[src/rtl/trace_pkg.sv]
`default_nettype none
// +----------------------------------------------------------------------------+
// | Module      : trace_pkg                                                    |
// | Description : Record types and constants shared by the trace capture path. |
// |               Macro TRACE_TIMESTAMP_EN adds the 32-bit ts record field.    |
// | Revision    : 1.0 - initial release                                        |
// +----------------------------------------------------------------------------+
package trace_pkg;

    localparam int TRACE_DATA_W = 32;
    localparam int TRACE_ADDR_W = 9;
    localparam int TRACE_DROP_W = 16;

    typedef enum logic [1:0] {
        NONE   = 2'b00,
        MEM_RD = 2'b01,
        MEM_WR = 2'b10
    } mem_kind_t;

    typedef struct packed {
`ifdef TRACE_TIMESTAMP_EN
        logic [31:0]             ts;
`endif
        logic                    reg_v;
        logic [4:0]              reg_num;
        logic [TRACE_DATA_W-1:0] reg_data;
        mem_kind_t               mem_kind;
        logic [TRACE_ADDR_W-1:0] addr;
        logic [TRACE_DATA_W-1:0] mem_data;
    } trace_rec_t;

    // A store wins over a load when both strobes are high.
    function automatic mem_kind_t f_mem_kind(input logic i_wr, input logic i_rd);
        if (i_wr)
            return MEM_WR;
        else if (i_rd)
            return MEM_RD;
        else
            return NONE;
    endfunction

endpackage
`default_nettype wire

[src/rtl/trace_fifo.sv]
`default_nettype none
// +----------------------------------------------------------------------------+
// | Module      : trace_fifo                                                   |
// | Description : Generic synchronous FIFO, wrap-bit pointers, registered level.|
// | Revision    : 1.0 - initial release                                        |
// +----------------------------------------------------------------------------+
module trace_fifo #(
    parameter int WIDTH = 8,
    parameter int DEPTH = 16
) (
    input  logic                   clk,
    input  logic                   rst,
    input  logic                   i_push,
    input  logic [WIDTH-1:0]       i_data,
    input  logic                   i_pop,
    output logic [WIDTH-1:0]       o_data,
    output logic                   o_full,
    output logic                   o_empty,
    output logic [$clog2(DEPTH):0] o_level
);
    localparam int c_AW = $clog2(DEPTH);

    logic [WIDTH-1:0] r_mem [DEPTH];
    logic [c_AW:0]    r_wr_ptr;
    logic [c_AW:0]    r_rd_ptr;
    logic [c_AW:0]    r_level;
    logic             w_push;
    logic             w_pop;

    assign o_empty = (r_wr_ptr == r_rd_ptr);
    assign o_full  = (r_wr_ptr[c_AW-1:0] == r_rd_ptr[c_AW-1:0]) &&
                     (r_wr_ptr[c_AW] != r_rd_ptr[c_AW]);
    assign w_pop   = i_pop && !o_empty;
    // A simultaneous pop frees the slot the push lands in.
    assign w_push  = i_push && (!o_full || w_pop);
    assign o_data  = r_mem[r_rd_ptr[c_AW-1:0]];
    assign o_level = r_level;

    always_ff @(posedge clk) begin
        if (w_push)
            r_mem[r_wr_ptr[c_AW-1:0]] <= i_data;
    end

    always_ff @(posedge clk) begin
        if (rst) begin
            r_wr_ptr <= '0;
            r_rd_ptr <= '0;
            r_level  <= '0;
        end else begin
            if (w_push)
                r_wr_ptr <= r_wr_ptr + 1'b1;
            if (w_pop)
                r_rd_ptr <= r_rd_ptr + 1'b1;
            case ({w_push, w_pop})
                2'b10:   r_level <= r_level + 1'b1;
                2'b01:   r_level <= r_level - 1'b1;
                default: r_level <= r_level;
            endcase
        end
    end

endmodule
`default_nettype wire

[src/rtl/trace_capture.sv]
`default_nettype none
// +----------------------------------------------------------------------------+
// | Module      : trace_capture                                                |
// | Description : Packs core write-back / memory events into records, buffers  |
// |               them, drops new records when full. TRACE_TIMESTAMP_EN adds ts.|
// | Revision    : 1.0 - initial release                                        |
// +----------------------------------------------------------------------------+
module trace_capture
    import trace_pkg::*;
#(
    parameter int DATA_W = TRACE_DATA_W,
    parameter int ADDR_W = TRACE_ADDR_W,
    parameter int DEPTH  = 16
) (
    input  logic                    clk,
    input  logic                    reset,
    input  logic                    reg_write_sig,
    input  logic [4:0]              reg_num,
    input  logic [DATA_W-1:0]       reg_data,
    input  logic                    wr,
    input  logic                    rd,
    input  logic [ADDR_W-1:0]       addr,
    input  logic [DATA_W-1:0]       wr_data,
    input  logic [DATA_W-1:0]       rd_data,
    output logic                    out_valid,
    input  logic                    out_ready,
    output trace_rec_t              out_rec,
    output logic [$clog2(DEPTH):0]  level,
    output logic                    overflow,
    output logic [TRACE_DROP_W-1:0] drop_cnt
);
    localparam int c_REC_W = $bits(trace_rec_t);

    mem_kind_t          w_kind;
    trace_rec_t         w_rec;
    logic               w_reg_evt;
    logic               w_rec_v;
    logic               w_full;
    logic               w_empty;
    logic               w_pop;
    logic               w_push;
    logic               w_drop;
    logic [c_REC_W-1:0] w_fifo_q;
    logic               r_overflow;
    logic [TRACE_DROP_W-1:0] r_drop_cnt;

`ifdef TRACE_TIMESTAMP_EN
    logic [31:0] r_ts;

    always_ff @(posedge clk) begin
        if (reset)
            r_ts <= '0;
        else
            r_ts <= r_ts + 32'd1;
    end
`endif

    assign w_reg_evt = reg_write_sig && (reg_num != 5'd0);
    assign w_kind    = f_mem_kind(wr, rd);
    assign w_rec_v   = w_reg_evt || (w_kind != NONE);

    always_comb begin
        w_rec          = '0;
        w_rec.reg_v    = w_reg_evt;
        w_rec.mem_kind = w_kind;
        if (w_reg_evt) begin
            w_rec.reg_num  = reg_num;
            w_rec.reg_data = reg_data;
        end
        case (w_kind)
            MEM_WR: begin
                w_rec.addr     = addr;
                w_rec.mem_data = wr_data;
            end
            MEM_RD: begin
                w_rec.addr     = addr;
                w_rec.mem_data = rd_data;
            end
            default: ;
        endcase
`ifdef TRACE_TIMESTAMP_EN
        w_rec.ts = r_ts;
`endif
    end

    assign out_valid = !w_empty;
    assign w_pop     = out_valid && out_ready;
    assign w_push    = w_rec_v && (!w_full || w_pop);
    assign w_drop    = w_rec_v && w_full && !w_pop;

    trace_fifo #(
        .WIDTH (c_REC_W),
        .DEPTH (DEPTH)
    ) u_fifo (
        .clk     (clk),
        .rst     (reset),
        .i_push  (w_push),
        .i_data  (w_rec),
        .i_pop   (w_pop),
        .o_data  (w_fifo_q),
        .o_full  (w_full),
        .o_empty (w_empty),
        .o_level (level)
    );

    // Storage is not reset, so mask the head while empty to present zeros.
    assign out_rec = out_valid ? trace_rec_t'(w_fifo_q) : '0;

    always_ff @(posedge clk) begin
        if (reset) begin
            r_overflow <= 1'b0;
            r_drop_cnt <= '0;
        end else if (w_drop) begin
            r_overflow <= 1'b1;
            if (r_drop_cnt != {TRACE_DROP_W{1'b1}})
                r_drop_cnt <= r_drop_cnt + 1'b1;
        end
    end

    assign overflow = r_overflow;
    assign drop_cnt = r_drop_cnt;

endmodule
`default_nettype wire

[config.mk]
export PLATFORM = sky130hd
export DESIGN_NAME = trace_capture
export DESIGN_NICKNAME = d
export VERILOG_FILES = /design/src/rtl/trace_pkg.sv /design/src/rtl/trace_fifo.sv /design/src/rtl/trace_capture.sv
export SDC_FILE = /design/constraint.sdc
export NUM_CORES = 1
export LEC_CHECK = 0
export CORE_MARGIN = 2
export CORE_UTILIZATION = 50
export CTS_BUF_LIST = sky130_fd_sc_hd__clkbuf_2
export CTS_CLUSTER_SIZE = 16
export DETAILED_ROUTE_END_ITERATION = 8
export DONT_BUFFER_PORTS = 1
export GPL_TIMING_DRIVEN = 0
export PLACE_DENSITY = 0.64
export SYNTH_ARGS = -nofsm -noshare
export SYNTH_HDL_FRONTEND = slang
export SYNTH_SLANG_ARGS = --single-unit
[constraint.sdc]
create_clock -name clk -period 10.38 [get_ports clk]
set_input_delay 2.076 -clock clk [delete_from_list [all_inputs] [get_ports clk]]
set_output_delay 2.076 -clock clk [all_outputs]
set_load 0.1 [all_outputs]
Word-level counts from Yosys, hierarchy flattened
Memories as Yosys holds them, arrays and structs flattened. A register that Yosys moved wholly into a read port is not among the register bits.
Index checks and enable logic that the tools add are counted.
{"block": "totals", "regBits": 32, "wordCells": 47, "out_inout_bits": 104, "ram_bits": 1296, "n_memories": 1, "in_bits": 116}
{"block": "op_classes", "n_addsub": 5, "n_reduce_logical": 18, "n_mux": 10, "eq_ne": 8}
{"name": "u_fifo.r_mem", "words": 16, "width": 81, "read_ports": 1, "rd_clocked_by_memory_dff": 1, "wr": 1, "line_no": "trace_fifo.sv:23", "source": "logic [WIDTH-1:0] r_mem [DEPTH];"}
{"op": "41-bit case mux with 2 select lines", "count": 1}
{"op": "81-bit 2-to-1 mux", "count": 1}
{"op": "37-bit 2-to-1 mux", "count": 1}
{"op": "16-bit by 1-bit adder with 16-bit output (second input constant)", "count": 1}
{"op": "16-bit inequality test (second input constant)", "count": 1}
{"op": "5-bit by 1-bit adder with 5-bit output (second input constant)", "count": 3}
{"op": "5-bit case mux with 2 select lines", "count": 1}
{"op": "1-bit logical AND", "count": 8}
{"op": "4-bit 2-to-1 mux", "count": 2}
{"op": "5-bit == test", "count": 1}
{"op": "5-bit nonzero test", "count": 1}
{"op": "5-bit by 1-bit subtractor with 5-bit output (second input constant)", "count": 1}
{"op": "2-bit by 1-bit == test with 1-bit output (second input constant)", "count": 2}
{"op": "2-bit == test (second input constant)", "count": 2}
{"op": "4-bit == test", "count": 1}
{"op": "2-bit nonzero test", "count": 2}
{"op": "1-bit zero test", "count": 3}
{"op": "1-bit logical OR", "count": 3}
{"op": "1-bit 2-to-1 mux", "count": 3}
{"op": "2-bit 2-to-1 mux", "count": 1}
{"op": "2-bit AND reduction", "count": 1}
{"op": "1-bit inequality test", "count": 1}

Depth between registers and ports, before layout
{"block": "depth", "word_depth": 8, "ltp_mapped": 16, "depth_no_buf": 12}

Modules after synthesis
Synthesis repeated with hierarchy kept, for this count alone.
{"block": "unflattened", "cells_unflattened": 2227, "hier_area_um2": 51864.7}
{"module": "trace_fifo", "area_each_um2": 49727.7, "n_inst": 1, "seq_area_each_um2": 39297.7, "cells_per_inst": 1919}
{"module": "trace_capture", "area_each_um2": 2137.0, "n_inst": 1, "seq_area_each_um2": 340.3, "cells_per_inst": 308}

Worst setup path before layout
Ideal clock, no wire load.
{"block": "synth_timing", "path_type": "in2reg", "from": "in rd", "to": "mem u_fifo.r_mem[15][0] (netlist name), enable pin", "arrival_time_ps": 8952, "setup_ps": 656, "cell_stages": 4, "required_ps": 9724, "slack_ps": 772, "path_buffers": 2, "path_cell_list": "clkbuf_1 > nor2_1 > clkbuf_1 > a221oi_1"}
{"block": "synth_between", "elab_chain_len": 8}
{"item": "start: declaration", "line_no": "trace_capture.sv:21", "source": "input logic rd,"}
{"item": "1-bit 2-to-1 mux", "line_no": "trace_pkg.sv:36", "source": "else if (i_rd)"}
{"item": "2-bit 2-to-1 mux", "line_no": "trace_pkg.sv:34", "source": "if (i_wr)"}
{"item": "2-bit nonzero test", "line_no": "trace_capture.sv:60", "source": "assign w_rec_v = w_reg_evt || (w_kind != NONE);"}
{"item": "1-bit logical OR", "line_no": "trace_capture.sv:60"}
{"item": "1-bit logical AND", "line_no": "trace_capture.sv:88", "source": "assign w_push = w_rec_v && (!w_full || w_pop);"}
{"item": "1-bit logical AND", "line_no": "trace_fifo.sv:35", "source": "assign w_push = i_push && (!o_full || w_pop);"}
{"item": "1-bit 2-to-1 mux", "line_no": "trace_fifo.sv:40", "source": "if (w_push)"}
{"item": "1-bit 2-to-1 mux (implied by the code)", "line_no": "trace_fifo.sv:41", "source": "r_mem[r_wr_ptr[c_AW-1:0]] <= i_data;"}
{"item": "end: declaration", "line_no": "trace_fifo.sv:23"}
No other way between the ends.

==> results.cfg <==
[outcome]
status = finished clean

[timing]
holdWs_ns = 0.598
finalCriticalPeriod_ns = 7.36
drv_slew = 0
timing.final.crit_share = 0.709
fin_skew_ns = 0.111
final.setup.worst_slack_ns = 3.02
finalSetupViolations = 0
relSlewSlack = 0.168
finalHoldViolCount = 0
worstMarginPinSlew_ns = 1.25
timing.fmax_mhz = 136
rsz0062_at_grt = no

[synthesis]
async_flop_share = 0
synth_compound_area_frac = 0.0110
synth_adder_area_share = 0.00241
yosysWarnings = 0
synthXorXnorAreaFrac = 0.00319
muxShareOfSynthArea = 0.178
postSynthAreaPerCell_um2 = 23.1
yosys.area_share.simple = 0.0284
ys_ff_latch = 1332
syn_nets = 2365
synthCells = 2239
synth.distinct_cells = 55
ys_seq_area_frac = 0.765
synth_edf_count = 1296
synth_area_mm2 = 0.0518
synth_top_family_by_area = multiplexers
synthFlopType = edfxtp_1

[routing]
drt-wirelength-per-cell_um = 29.9
routed_wl_mm = 126
drtIter0Drc = 2860
drt_first_pass_iters = 6
antenna_left = 0
vias = 25400
drc = 0
viasPerCell = 6.01

[clocking]
tritoncts = built
insertion_delay_ns = 1.52
numCtsBuffers = 336
holdBufCountCts = 0
clk_pin_slew_ns = 0.11
cts_root_buffer = clkbuf_2
htree_num_levels = 5
clock-sinks = 1332
cts_resized = 0
cts.path.max_buffers = 4
cts_setup_buffers = 0

[floorplanning]
start_util = 0.502
die_w_um = 326
io_pins = 220
dieArea_mm2 = 0.106
rows = 118
die_y_um = 326
coreArea_mm2 = 0.103

[setup_path]
r2r_cells = 16
r2r_end = u_fifo.o_level[4]
reg2reg_from = u_fifo.r_wr_ptr[2]
path_max_fanout = 10
cp_cell_sequence = buf_2 -> clkbuf_1 -> clkbuf_1 -> mux4_2 -> mux4_2 -> and2_1
endpoint = out_rec[30]
worstPathArrival_ns = 5.29
cp.required_ns = 8.30
path_buf_inv = 3
crit_slowest_cell = and2_1
max_stage_delay_ns = 0.93
crit_type = reg2out
crit_family = buffers and inverters
cp.depth = 6
startpoint_type = register
end_kind = output port
rrSetupSlack_ns = 6.30

[place]
gp_congestion = 0.770
port-buffer-count = 0
placed_cells = 3679
hpwl_mm = 74.6
place_ws_ns = 4.33

[power]
ir_worst_vdd_mv = 0.141
p_per_area_mw_per_mm2 = 222
p_leak_nw = 18.3

[cells_and_area]
n_fill_cell = 7808
drive_gt1_frac = 0.367
fin_cells = 4232
synthToLayoutAreaGrowth_pct = 11.1
nets = 2764

[global_route]
grt_pass1_wl_mm = 181
grt_max_degree = 44
grt_usage = 0.240
grt_overflow_total = 0
antenna_found_initial = 21
grt_pass1_vias = 27000

[worst_hold_path]
hold_path_class = reg2reg

[job]
drv_cap = 0
[stage by stage]
step	power (mW)	utilization	instance area, µm²	setup TNS [ns]
6_report	12.8	0.558	57600	0
2_1_floorplan	8.86	-	51800	0
5_1_grt	13.3	0.558	57600	0
3_5_place_dp	9.59	0.530	54700	0
3_3_place_gp	9.54	0.519	53500	-1922.48
4_1_cts	12.9	0.558	57500	0
[cells in the mapped netlist (3+ instances only)]
cell | instances | share of area
o21ai_0 | 19 | 0.0018
nand4_1 | 6 | 0.00072
nand2_1 | 38 | 0.0028
inv_1 | 9 | 0.00065
xnor2_1 | 7 | 0.0012
a21oi_1 | 16 | 0.0015
buf_6 | 7 | 0.0015
mux2i_1 | 3 | 0.00058
buf_2 | 29 | 0.0028
nor2b_1 | 16 | 0.0019
dfxtp_1 | 36 | 0.014
nand3_1 | 5 | 0.00048
clkbuf_1 | 70 | 0.0051
xor2_1 | 10 | 0.0017
mux2_4 | 3 | 0.00087
and3_1 | 14 | 0.0017
buf_1 | 12 | 0.00087
and2_1 | 119 | 0.014
buf_4 | 8 | 0.0012
ha_1 | 10 | 0.0024
edfxtp_1 | 1296 | 0.75
nor2_1 | 21 | 0.0015
o31ai_1 | 9 | 0.0013
a22o_1 | 17 | 0.0029
nand2b_1 | 3 | 0.00036
or4_1 | 12 | 0.0017
mux4_2 | 405 | 0.18
[cells in the final DEF (no fill, tap or decap), types with 21 or more instances in the layout]
cell type and count:
mux4_2 405, buf_2 30, buf_6 28, clkbuf_2 482
edfxtp_1 1296, nor2_1 21, dfxtp_1 36, and2_1 119
nand2_1 37, clkbuf_1 69, clkinv_1 49
[flip-flops by register name (all words and copies together) (netlist names), named ones only]
register,count
u_fifo.o_level,5
u_fifo.r_mem,1296
overflow,1
drop_cnt,16
u_fifo.r_rd_ptr,5
u_fifo.r_wr_ptr,5
[report_power, final]
group          switching [mW]  internal [mW]  leakage, nW  total [mW]
Clock                    1.99           1.39         2.21        3.38
Sequential             0.0804           6.10         12.2        6.18
Combinational            2.26          0.976         3.92        3.24
Total                    4.33           8.46         18.3        12.8
[logic make-up after synthesis]
logic type | Yosys count
buf+inv | 136
compound gates | 80
mux | 412
xor+xnor | 18
fa+ha+maj | 10
flops | 1332
simple gates | 251
[worst min-delay path, stage by stage, from the launching register on]
cell	delay, ns
dfxtp_1	0.36
xnor2_1	0.14
nor2_1	0.07
[cell type report]
cell class              instances  area [µm²]  area share
clock inverters                65         439     0.00763
inverters                      10        37.5    0.000652
multi-input cells             771       11600       0.202
clock buffers                 481        2410      0.0418
flip-flops and latches       1332       39600       0.689
plain buffers                 126         594      0.0103
well taps                    1380        1730      0.0300
diodes                          6        15.0    0.000261
repair buffers                 61        1070      0.0185
[worst min-delay path by stage]
stage | endpoint | slack [ns] | start | cells past startpoint
CTS | u_fifo.r_mem[15][42] | 0.48 | wr | 0
floorplan | u_fifo.r_rd_ptr[4] | 0.54 | u_fifo.r_rd_ptr[4] | 2
finish | u_fifo.r_wr_ptr[4] | 0.60 | u_fifo.r_wr_ptr[4] | 2
global route | u_fifo.r_mem[0][42] | 0.53 | wr | 0
detailed placement | u_fifo.r_wr_ptr[4] | 0.57 | u_fifo.r_wr_ptr[4] | 2
global placement | u_fifo.r_rd_ptr[4] | 0.56 | u_fifo.r_rd_ptr[4] | 2
[layer usage]
metal | wire length, µm | global-route usage | part of all wire
met1 | 48400 | 0.321 | 0.38
met2 | 64700 | 0.398 | 0.51
met3 | 10900 | 0.0565 | 0.086
met4 | 2410 | 0.0718 | 0.019
met5 | 49 | 0 | 0.00039
No activity file was read; power rests on OpenSTA's default activity.
